==> config.mk <==
export PLATFORM = sky130hd
export DESIGN_NAME = micro_sequencer
export DESIGN_NICKNAME = d
export VERILOG_FILES = /design/src/rtl/micro_sequencer_pkg.sv /design/src/rtl/micro_stall_mux.sv /design/src/rtl/micro_sequencer.sv
export SDC_FILE = /design/constraint.sdc
export NUM_CORES = 1
export LEC_CHECK = 0
export CELL_PAD_IN_SITES_DETAIL_PLACEMENT = 0
export CELL_PAD_IN_SITES_GLOBAL_PLACEMENT = 1
export CORE_AREA = 2 2 76 78
export DETAILED_ROUTE_END_ITERATION = 8
export DIE_AREA = 0 0 78 80
export MAX_ROUTING_LAYER = met4
export PLACE_DENSITY = 0.74
export SYNTH_ARGS = -nofsm -noshare
export SYNTH_HDL_FRONTEND = slang
export SYNTH_SLANG_ARGS = --single-unit
==> constraint.sdc <==
create_clock -name clk -period 2.5 [get_ports clk]
set_clock_uncertainty 0.1 [all_clocks]
set_input_delay 0.75 -clock clk [delete_from_list [all_inputs] [get_ports clk]]
set_output_delay 0.75 -clock clk [all_outputs]
set_load 0.005 [all_outputs]
==> src/rtl/micro_sequencer_pkg.sv <==
// Shared types for the micro-sequencer: opcodes, micro-ops, sequencer states
// and the busy-gated wait classifier.
`default_nettype none

package micro_sequencer_pkg;

  localparam int SEQ_CYCLE_W = 6;

  typedef enum logic [3:0] {
    NXI  = 4'd0,
    LDAI = 4'd1,
    CPY  = 4'd2,
    ATB  = 4'd3,
    GPU  = 4'd4,
    HLT  = 4'd5,
    WTT  = 4'd6
  } Opcode_enum;

  typedef enum logic [4:0] {
    ENDMICRO   = 5'd0,
    WAIT_CYCLE = 5'd1,
    WAIT_GPU   = 5'd2,
    WAIT_MT    = 5'd3,
    WAIT_UT    = 5'd4,
    WAIT_FT    = 5'd5,
    WAIT_DD    = 5'd6,
    HLT_CLK    = 5'd7,
    MAR_PC     = 5'd8,
    LD_IR      = 5'd9,
    INC_PC     = 5'd10,
    LD_A       = 5'd11,
    ST_A       = 5'd12,
    START_GPU  = 5'd13
  } Microcode_enum;

  typedef enum logic [1:0] {
    FETCH = 2'd0,
    EXEC  = 2'd1,
    STALL = 2'd2,
    HALT  = 2'd3
  } seq_state_e;

  // WAIT_CYCLE is deliberately excluded: it has no busy line and never stalls.
  function automatic logic is_wait_uop(input Microcode_enum u);
    return (u == WAIT_GPU) || (u == WAIT_MT) || (u == WAIT_UT) ||
           (u == WAIT_FT)  || (u == WAIT_DD);
  endfunction

endpackage

`default_nettype wire

==> src/rtl/micro_stall_mux.sv <==
// Combinational selection of the peripheral busy line named by the current
// WAIT_* micro-op; stall is high only while that peripheral is busy.
`default_nettype none

module micro_stall_mux
  import micro_sequencer_pkg::*;
(
  input  Microcode_enum ucode,
  input  logic          gpu_busy,
  input  logic          mt_busy,
  input  logic          ut_busy,
  input  logic          ft_busy,
  input  logic          dd_busy,
  output logic          stall
);

  always_comb begin
    stall = 1'b0;
    if (is_wait_uop(ucode)) begin
      case (ucode)
        WAIT_GPU: stall = gpu_busy;
        WAIT_MT:  stall = mt_busy;
        WAIT_UT:  stall = ut_busy;
        WAIT_FT:  stall = ft_busy;
        WAIT_DD:  stall = dd_busy;
        default:  stall = 1'b0;
      endcase
    end
  end

endmodule

`default_nettype wire

==> src/rtl/micro_sequencer.sv <==
// Fetch/execute micro-sequencer driving {operation, cycle} into the microcode
// decoder. Optional single-step mode: define MICRO_SEQ_SINGLE_STEP_EN.
`default_nettype none

module micro_sequencer
  import micro_sequencer_pkg::*;
#(
  parameter int MAX_CYCLES = 32,
  parameter int RETIRE_W   = 16
) (
  input  logic                   clk,
  input  logic                   rst_n,
  input  Microcode_enum          ucode,
  input  Opcode_enum             ir_opcode,
  input  logic                   gpu_busy,
  input  logic                   mt_busy,
  input  logic                   ut_busy,
  input  logic                   ft_busy,
  input  logic                   dd_busy,
  input  logic                   resume,
`ifdef MICRO_SEQ_SINGLE_STEP_EN
  input  logic                   step_mode,
  input  logic                   step,
`endif
  output Opcode_enum             operation,
  output logic [SEQ_CYCLE_W-1:0] cycle,
  output logic                   ucode_en,
  output logic                   halted,
  output logic                   wd_fault,
  output logic [RETIRE_W-1:0]    retired
);

  if (MAX_CYCLES < 1 || MAX_CYCLES > 64) begin : g_max_cycles_bad
    $error("micro_sequencer: MAX_CYCLES must be in 1..64");
  end

  localparam logic [SEQ_CYCLE_W-1:0] WD_LAST = SEQ_CYCLE_W'(MAX_CYCLES - 1);

  seq_state_e                state_q, state_d;
  seq_state_e                prev_q, prev_d;
  logic [SEQ_CYCLE_W-1:0]    cycle_q, cycle_d;
  Opcode_enum                op_q, op_d;
  logic                      wd_fault_q, wd_fault_d;
  logic [RETIRE_W-1:0]       retired_q, retired_d;
  logic                      stall;
  logic                      exec_ok;
`ifdef MICRO_SEQ_SINGLE_STEP_EN
  logic                      step_halt_q, step_halt_d;
`endif

  micro_stall_mux u_stall_mux (
    .ucode    (ucode),
    .gpu_busy (gpu_busy),
    .mt_busy  (mt_busy),
    .ut_busy  (ut_busy),
    .ft_busy  (ft_busy),
    .dd_busy  (dd_busy),
    .stall    (stall)
  );

  always_ff @(posedge clk or negedge rst_n) begin
    if (!rst_n) begin
      state_q    <= FETCH;
      prev_q     <= FETCH;
      cycle_q    <= '0;
      op_q       <= NXI;
      wd_fault_q <= 1'b0;
      retired_q  <= '0;
`ifdef MICRO_SEQ_SINGLE_STEP_EN
      step_halt_q <= 1'b0;
`endif
    end else begin
      state_q    <= state_d;
      prev_q     <= prev_d;
      cycle_q    <= cycle_d;
      op_q       <= op_d;
      wd_fault_q <= wd_fault_d;
      retired_q  <= retired_d;
`ifdef MICRO_SEQ_SINGLE_STEP_EN
      step_halt_q <= step_halt_d;
`endif
    end
  end

  always_comb begin
    state_d    = state_q;
    prev_d     = prev_q;
    cycle_d    = cycle_q;
    op_d       = op_q;
    wd_fault_d = wd_fault_q;
    retired_d  = retired_q;
    ucode_en   = 1'b0;
    exec_ok    = 1'b0;
`ifdef MICRO_SEQ_SINGLE_STEP_EN
    step_halt_d = step_halt_q;
`endif

    unique case (state_q)
      FETCH, EXEC: begin
        if (ucode == ENDMICRO) begin
          cycle_d = '0;
          if (state_q == FETCH) begin
            op_d    = ir_opcode;
            state_d = EXEC;
          end else begin
            retired_d = retired_q + 1'b1;
            state_d   = FETCH;
`ifdef MICRO_SEQ_SINGLE_STEP_EN
            if (step_mode) begin
              state_d     = HALT;
              step_halt_d = 1'b1;
            end
`endif
          end
        end else if (stall) begin
          state_d = STALL;
          prev_d  = state_q;
        end else begin
          ucode_en = 1'b1;
          exec_ok  = 1'b1;
          // HLT_CLK keeps cycle so resume can step onto the following micro-op.
          if (ucode == HLT_CLK) begin
            state_d = HALT;
          end else begin
            cycle_d = cycle_q + 1'b1;
          end
        end
      end

      STALL: begin
        if (!stall) begin
          ucode_en = 1'b1;
          exec_ok  = 1'b1;
          state_d  = prev_q;
          cycle_d  = cycle_q + 1'b1;
        end
      end

      HALT: begin
`ifdef MICRO_SEQ_SINGLE_STEP_EN
        if (step_halt_q) begin
          if (step || resume) begin
            state_d     = FETCH;
            cycle_d     = '0;
            step_halt_d = 1'b0;
          end
        end else if (resume) begin
          state_d = EXEC;
          cycle_d = cycle_q + 1'b1;
        end
`else
        if (resume) begin
          state_d = EXEC;
          cycle_d = cycle_q + 1'b1;
        end
`endif
      end
    endcase

    // The last allowed micro-op still executes; the instruction is then abandoned.
    if (exec_ok && (cycle_q == WD_LAST)) begin
      wd_fault_d = 1'b1;
      state_d    = FETCH;
      cycle_d    = '0;
    end
  end

  assign operation = (state_q == FETCH) ? NXI : op_q;
  assign cycle     = cycle_q;
  assign halted    = (state_q == HALT);
  assign wd_fault  = wd_fault_q;
  assign retired   = retired_q;

endmodule

`default_nettype wire

== Word level (Yosys, flattened, before mapping) ==
Index checks and enable logic that the tools add are counted.

* Mux-type cells: 21
* Bitwise logic cells: 2
* Multiply operators: 0
* Div/mod/pow operators: 0
* Magnitude comparators: 0
* Reduce and logical (&&, ||, !) cells: 13
* Eq/ne operators: 15
* Shifts and indexed selects: 0
* $add $sub $neg: 2

{| class="wikitable"
|+ Operator list
! operator !! count
|-
| 6-bit two-way mux || 6
|-
| 5-bit by 3-bit equality test with 1-bit output (second input constant) || 4
|-
| 6-bit case mux with 3 select lines || 1
|-
| 16-bit by 1-bit adder with 16-bit output (second input constant) || 1
|-
| 2-bit two-way mux || 6
|-
| 5-bit by 2-bit equality test with 1-bit output (second input constant) || 2
|-
| 4-bit inequality test (second input constant) || 2
|-
| 6-bit by 1-bit adder with 6-bit output (second input constant) || 1
|-
| 6-bit by 5-bit equality test with 1-bit output (second input constant) || 1
|-
| 2-bit case mux with 3 select lines || 1
|-
| 3-bit AND reduction || 2
|-
| 5-bit zero test || 1
|-
| 5-bit inequality test (second input constant) || 1
|-
| 1-bit case mux with 5 select lines || 1
|-
| 2-bit equality test (second input constant) || 2
|-
| 1-bit logical OR || 4
|-
| 1-bit two-way mux || 4
|-
| 4-bit two-way mux || 1
|-
| 2-bit AND reduction || 2
|-
| 4-bit AND reduction || 1
|-
| 3-bit by 2-bit inequality test with 1-bit output (second input constant) || 1
|-
| 3-bit inequality test (second input constant) || 1
|-
| 2-bit by 1-bit equality test with 1-bit output (second input constant) || 1
|-
| 2-bit zero test || 1
|-
| other kinds (4) || 5
|}

* Latch bits: 0
* Input port bits: 17
* Bits in read-only memories: 0
* Logic and storage cells: 59
* Output and inout port bits: 29
* Register bits: 31
* Memory bits (writable): 0
* Memories: 0

== Longest topological paths before layout ==
* Depth after elaboration: 12
* Gate-level depth with buffers: 6
* Mapped depth without buffers: 6

== By module ==
A second synthesis with hierarchy kept.

* Cell total of the unflattened synthesis: 169
* Area, all modules: 1700.4 sq um

{| class="wikitable"
|+ By module, submodules not included
! module !! sequential area each (sq um) !! area each (sq um) !! instances !! cells each
|-
| micro_sequencer || 775.7 || 1639.1 || 1 || 160
|-
| micro_stall_mux || 0.0 || 61.3 || 1 || 9
|}

== Least setup slack after synthesis ==
Ideal clock, no wire load.

* Kind: input -> output
* Start: in ucode[0]
* End: out ucode_en
* Path buffers: 1
* Data required time: 1650 ps
* Arrival: 1788 ps
* Path slack: -138 ps
* Stages on the path: 6
* Cell sequence: buf_6 -> or3b_2 -> o22ai_1 -> nor2_1 -> nor2_1 -> nor3_1

* Cells in the longest elaborated chain, start to end: 9
* Elaborated cells between the ends (all ways): 15
* Those cells by class: eq/ne (5); mux (5); reduce/logical (5)

{| class="wikitable"
|+ Ends and longest elaborated chain
! element !! line !! source
|-
| from (decl) || micro_sequencer.sv:13 || <nowiki>input Microcode_enum ucode,</nowiki>
|-
| 5-bit by 2-bit equality test with 1-bit output || micro_sequencer_pkg.sv:45, micro_stall_mux.sv:20 ||
|-
| 1-bit logical OR (3 in series) || micro_sequencer_pkg.sv:45 || <nowiki>return (u == WAIT_GPU) || (u == WAIT_MT) || (u == WAIT_UT) ||</nowiki>
|-
| 1-bit logical OR || micro_sequencer_pkg.sv:46 || <nowiki>(u == WAIT_FT) || (u == WAIT_DD);</nowiki>
|-
| 1-bit two-way mux || micro_stall_mux.sv:19 || <nowiki>if (is_wait_uop(ucode)) begin</nowiki>
|-
| 1-bit two-way mux || micro_sequencer.sv:115, micro_sequencer.sv:131 ||
|-
| 1-bit two-way mux || micro_sequencer.sv:100 || <nowiki>if (ucode == ENDMICRO) begin</nowiki>
|-
| 1-bit case mux with 2 select lines * || micro_sequencer.sv:98 || <nowiki>unique case (state_q)</nowiki>
|-
| to (decl) || micro_sequencer.sv:27 || <nowiki>output logic ucode_en,</nowiki>
|}

Mark *: on every way between the ends. The rest lies on a longest branch, timed or not.

== Final worst setup path ==
Same ends and word-level chain as after synthesis.

==> run_results.csv <==
group,metric,value,unit
placement,gp_congestion,0.822,
cells_and_area,n_fill_cell,503,
logic_synthesis,synth-seq-cells,31,
cts,cts_tree,"built",
timing,final.setup.tns,-0.216,ns
logic_synthesis,ys_types,52,
cells_and_area,fin_util,53.0,%
global_routing,met3_usage,4.07,%
logic_synthesis,synth_edf_count,0,
logic_synthesis,synth_area,1740,sq um
critical_path,crit_buf_inv,3,
route,routedWlPerCell,13.7,um
timing,setup_viol,1,
floorplanning,core_area,5410,sq um
route,drcViolationCount,0,
timing,rsz0062_at_grt,"yes",
route,dr.pass1.iters,4,
floorplanning,fp.dieW,78,um
cts,postCtsHoldBufs,0,
placement,dp.cells,322,
timing,fmax,0.368,GHz
global_routing,grt_max_degree,32,
cts,clock_sinks,31,
placement,dp_slack,-1.05,ns
placement,dp_hpwl,3.38,mm
global_routing,grt-ovfl-total,0,
pwr,power_density,606,nW/um^2
cells_and_area,fin_area,2860,sq um
global_routing,use_met2,25.4,%
logic_synthesis,ys_seq_area_share,44.5,%
logic_synthesis,synth_top_area_share,44.5,%
route,vias,1665,
cells_and_area,stdcell_count,340,
pwr,leakagePower,1.28,nW
worst_hold_path,hold_end,"retired[15]",
global_routing,grt_pass1_wl,7.78,mm
pwr,ir_worst_vdd,0.438,mV
logic_synthesis,yosys-top-cells-area,"dfrtp_1 (45%), mux2_2 (5.2%), xnor2_1 (4.0%)",
cts,root_buffer,"clkbuf_8",
timing,worstMarginPinSlew,0.397,ns
floorplanning,io_pins,46,
global_routing,antenna_found_initial,0,
cts,cts.path.max_buffers,2,
critical_path,path_cells,"buf_8 > buf_6 > or3b_4 > o22ai_4 > nor2_4 > nor2_4 > nor3_2 > buf_2",
critical_path,critPathMostFrequentCell,"nor2_4",
status,violations,"setup timing",
timing,final.hold.worst_slack,0.374,ns
critical_path,r2r_slack,0.57,ns
cells_and_area,antennaDiodeCount,0,
logic_synthesis,synth_top_area_cell,"dfrtp_1",
cells_and_area,final_common_cell,"buf_4",
global_routing,grt_pass1_vias,1637,
global_routing,top_usage_layer,"met2",
timing,min_period_over_period,109,%
cts,numCtsBuffers,5,
placement,portBuffers,45,
logic_synthesis,syn_inst,169,
cells_and_area,mostFrequentLayoutCells,"buf_4 (44), clkdlybuf4s50_1 (34), dfrtp_1 (31)",
critical_path,slowest_stage,"or3b_4",
floorplanning,die_y,80,um
route,wl,4.65,mm
timing,fin_ws,-0.216,ns
floorplanning,rows,27,
logic_synthesis,avgSynthCellArea,10.3,sq um
critical_path,endpoint_kind,"primary output",
cells_and_area,area_delta_synth_final,64.4,%
timing,min_period,2.72,ns
logic_synthesis,async_flop_share,100,%
cts,path_clk_slew,0.06,ns
cts,insertion_delay,0.28,ns
route,antenna_left,0,
critical_path,r2r-start,"state_q[1]",
critical_path,cp_max_fo,2,
critical_path,slowest_delay,0.39,ns
critical_path,critPathRequiredTime,1.65,ns
critical_path,critPathLaunchType,"input port",
cts,htreeDepth,2,
flow_run,max-cap-violations,0,
critical_path,reg2reg_depth,6,
cells_and_area,drive_gt1_share,35.4,%
route,dr.first_iter.drc_count,84,
logic_synthesis,synthFlopType,"dfrtp_1",
timing,hold_viol_final,0,
critical_path,cp_top_family,"simple AND/OR/NAND/NOR gates",
cells_and_area,nets,287,
status,run_status,"finished with violations",
worst_hold_path,min_path_type,"register to register",
critical_path,worstSetupPathType,"input port to primary output",
route,vias_per_cell,4.90,
floorplanning,start_util,32.2,%
placement,placed_cell_area,2580,sq um
logic_synthesis,yosysWarnings,0,
timing,finalMaxSlewViolations,0,
pwr,p_total,1.74,mW
critical_path,worstPathArrival,1.87,ns
worst_hold_path,min-delay-start,"retired[15]",
worst_hold_path,holdPathStages,1,
timing,maxSlewHeadroom,73.5,%
critical_path,r2r_end,"cycle[0]",
global_routing,grt.total_usage,16.3,%
floorplanning,die_area,6240,sq um
global_routing,grt_util_met1,21.4,%
logic_synthesis,synth_fp_nets,188,
## kinds of logic after synthesis
family          count (synthesis)  share of synthesized area (%)
buf+inv                         5                           1.51
flops                          31                           44.5
mux                            10                           6.32
xor+xnor                       15                           7.54
compound gates                 29                           13.9
simple gates                   77                           24.8
fa+ha+maj                       2                           1.44
## timing repair
item	4_1_cts	5_1_grt
setup endpoints to repair	29	17
pin swaps	12	15
resized for setup	43	18
buffers inserted	7	5
## flip-flops by register name (all words and copies together) (netlist names)
register / flops
cycle: 6
op_q: 4
prev_q: 2
retired: 16
state_q: 2
wd_fault: 1
## layout make-up
cell class	count	area, sq um	area share (%)
Tap cell	72	90.1	3.15
Timing Repair Buffer	94	818	28.6
Inverter	3	11.3	0.393
Clock buffer	6	82.6	2.88
Multi-Input combinational cell	133	1080	37.7
Sequential cell	31	776	27.1
Clock inverter	1	5.00	0.175
## metal layers
layer | up-vias | wire [um]
met5 | - | 0
met4 | 0 | 53
met3 | 5 | 147
met2 | 35 | 2260
met1 | 805 | 2190
li1 | 820 | -
## worst max-delay path by stage
stage	start	to	slack, ns	cells after the start
after floorplan	ucode[0]	ucode_en	-0.02	6
after global placement	ucode[1]	ucode_en	-1.07	8
after detailed placement	ucode[1]	ucode_en	-1.05	8
after CTS	ucode[0]	ucode_en	-0.25	7
after global routing	ucode[0]	ucode_en	-0.27	8
final	ucode[0]	ucode_en	-0.22	8
## synthesized netlist by cell type (3+ instances only)
| cell | number |
|---|---|
| and3_1 | 5 |
| nand2b_1 | 3 |
| o21ai_0 | 3 |
| nor2_1 | 12 |
| inv_1 | 3 |
| xnor2_1 | 8 |
| nor3_1 | 10 |
| mux2_2 | 8 |
| dfrtp_1 | 31 |
| nand3_1 | 7 |
| xor2_1 | 7 |
| nor2b_1 | 10 |
| nand2_1 | 12 |
| a21o_1 | 3 |
## power breakdown
group	internal (mW)	total, mW	leakage [nW]	switching (mW)
Clock	0.216	0.398	0.0470	0.182
Sequential	0.610	0.709	0.406	0.0983
Combinational	0.385	0.630	0.825	0.245
Total	1.21	1.74	1.28	0.525
Note: power is estimated with default switching activity, not from simulation.
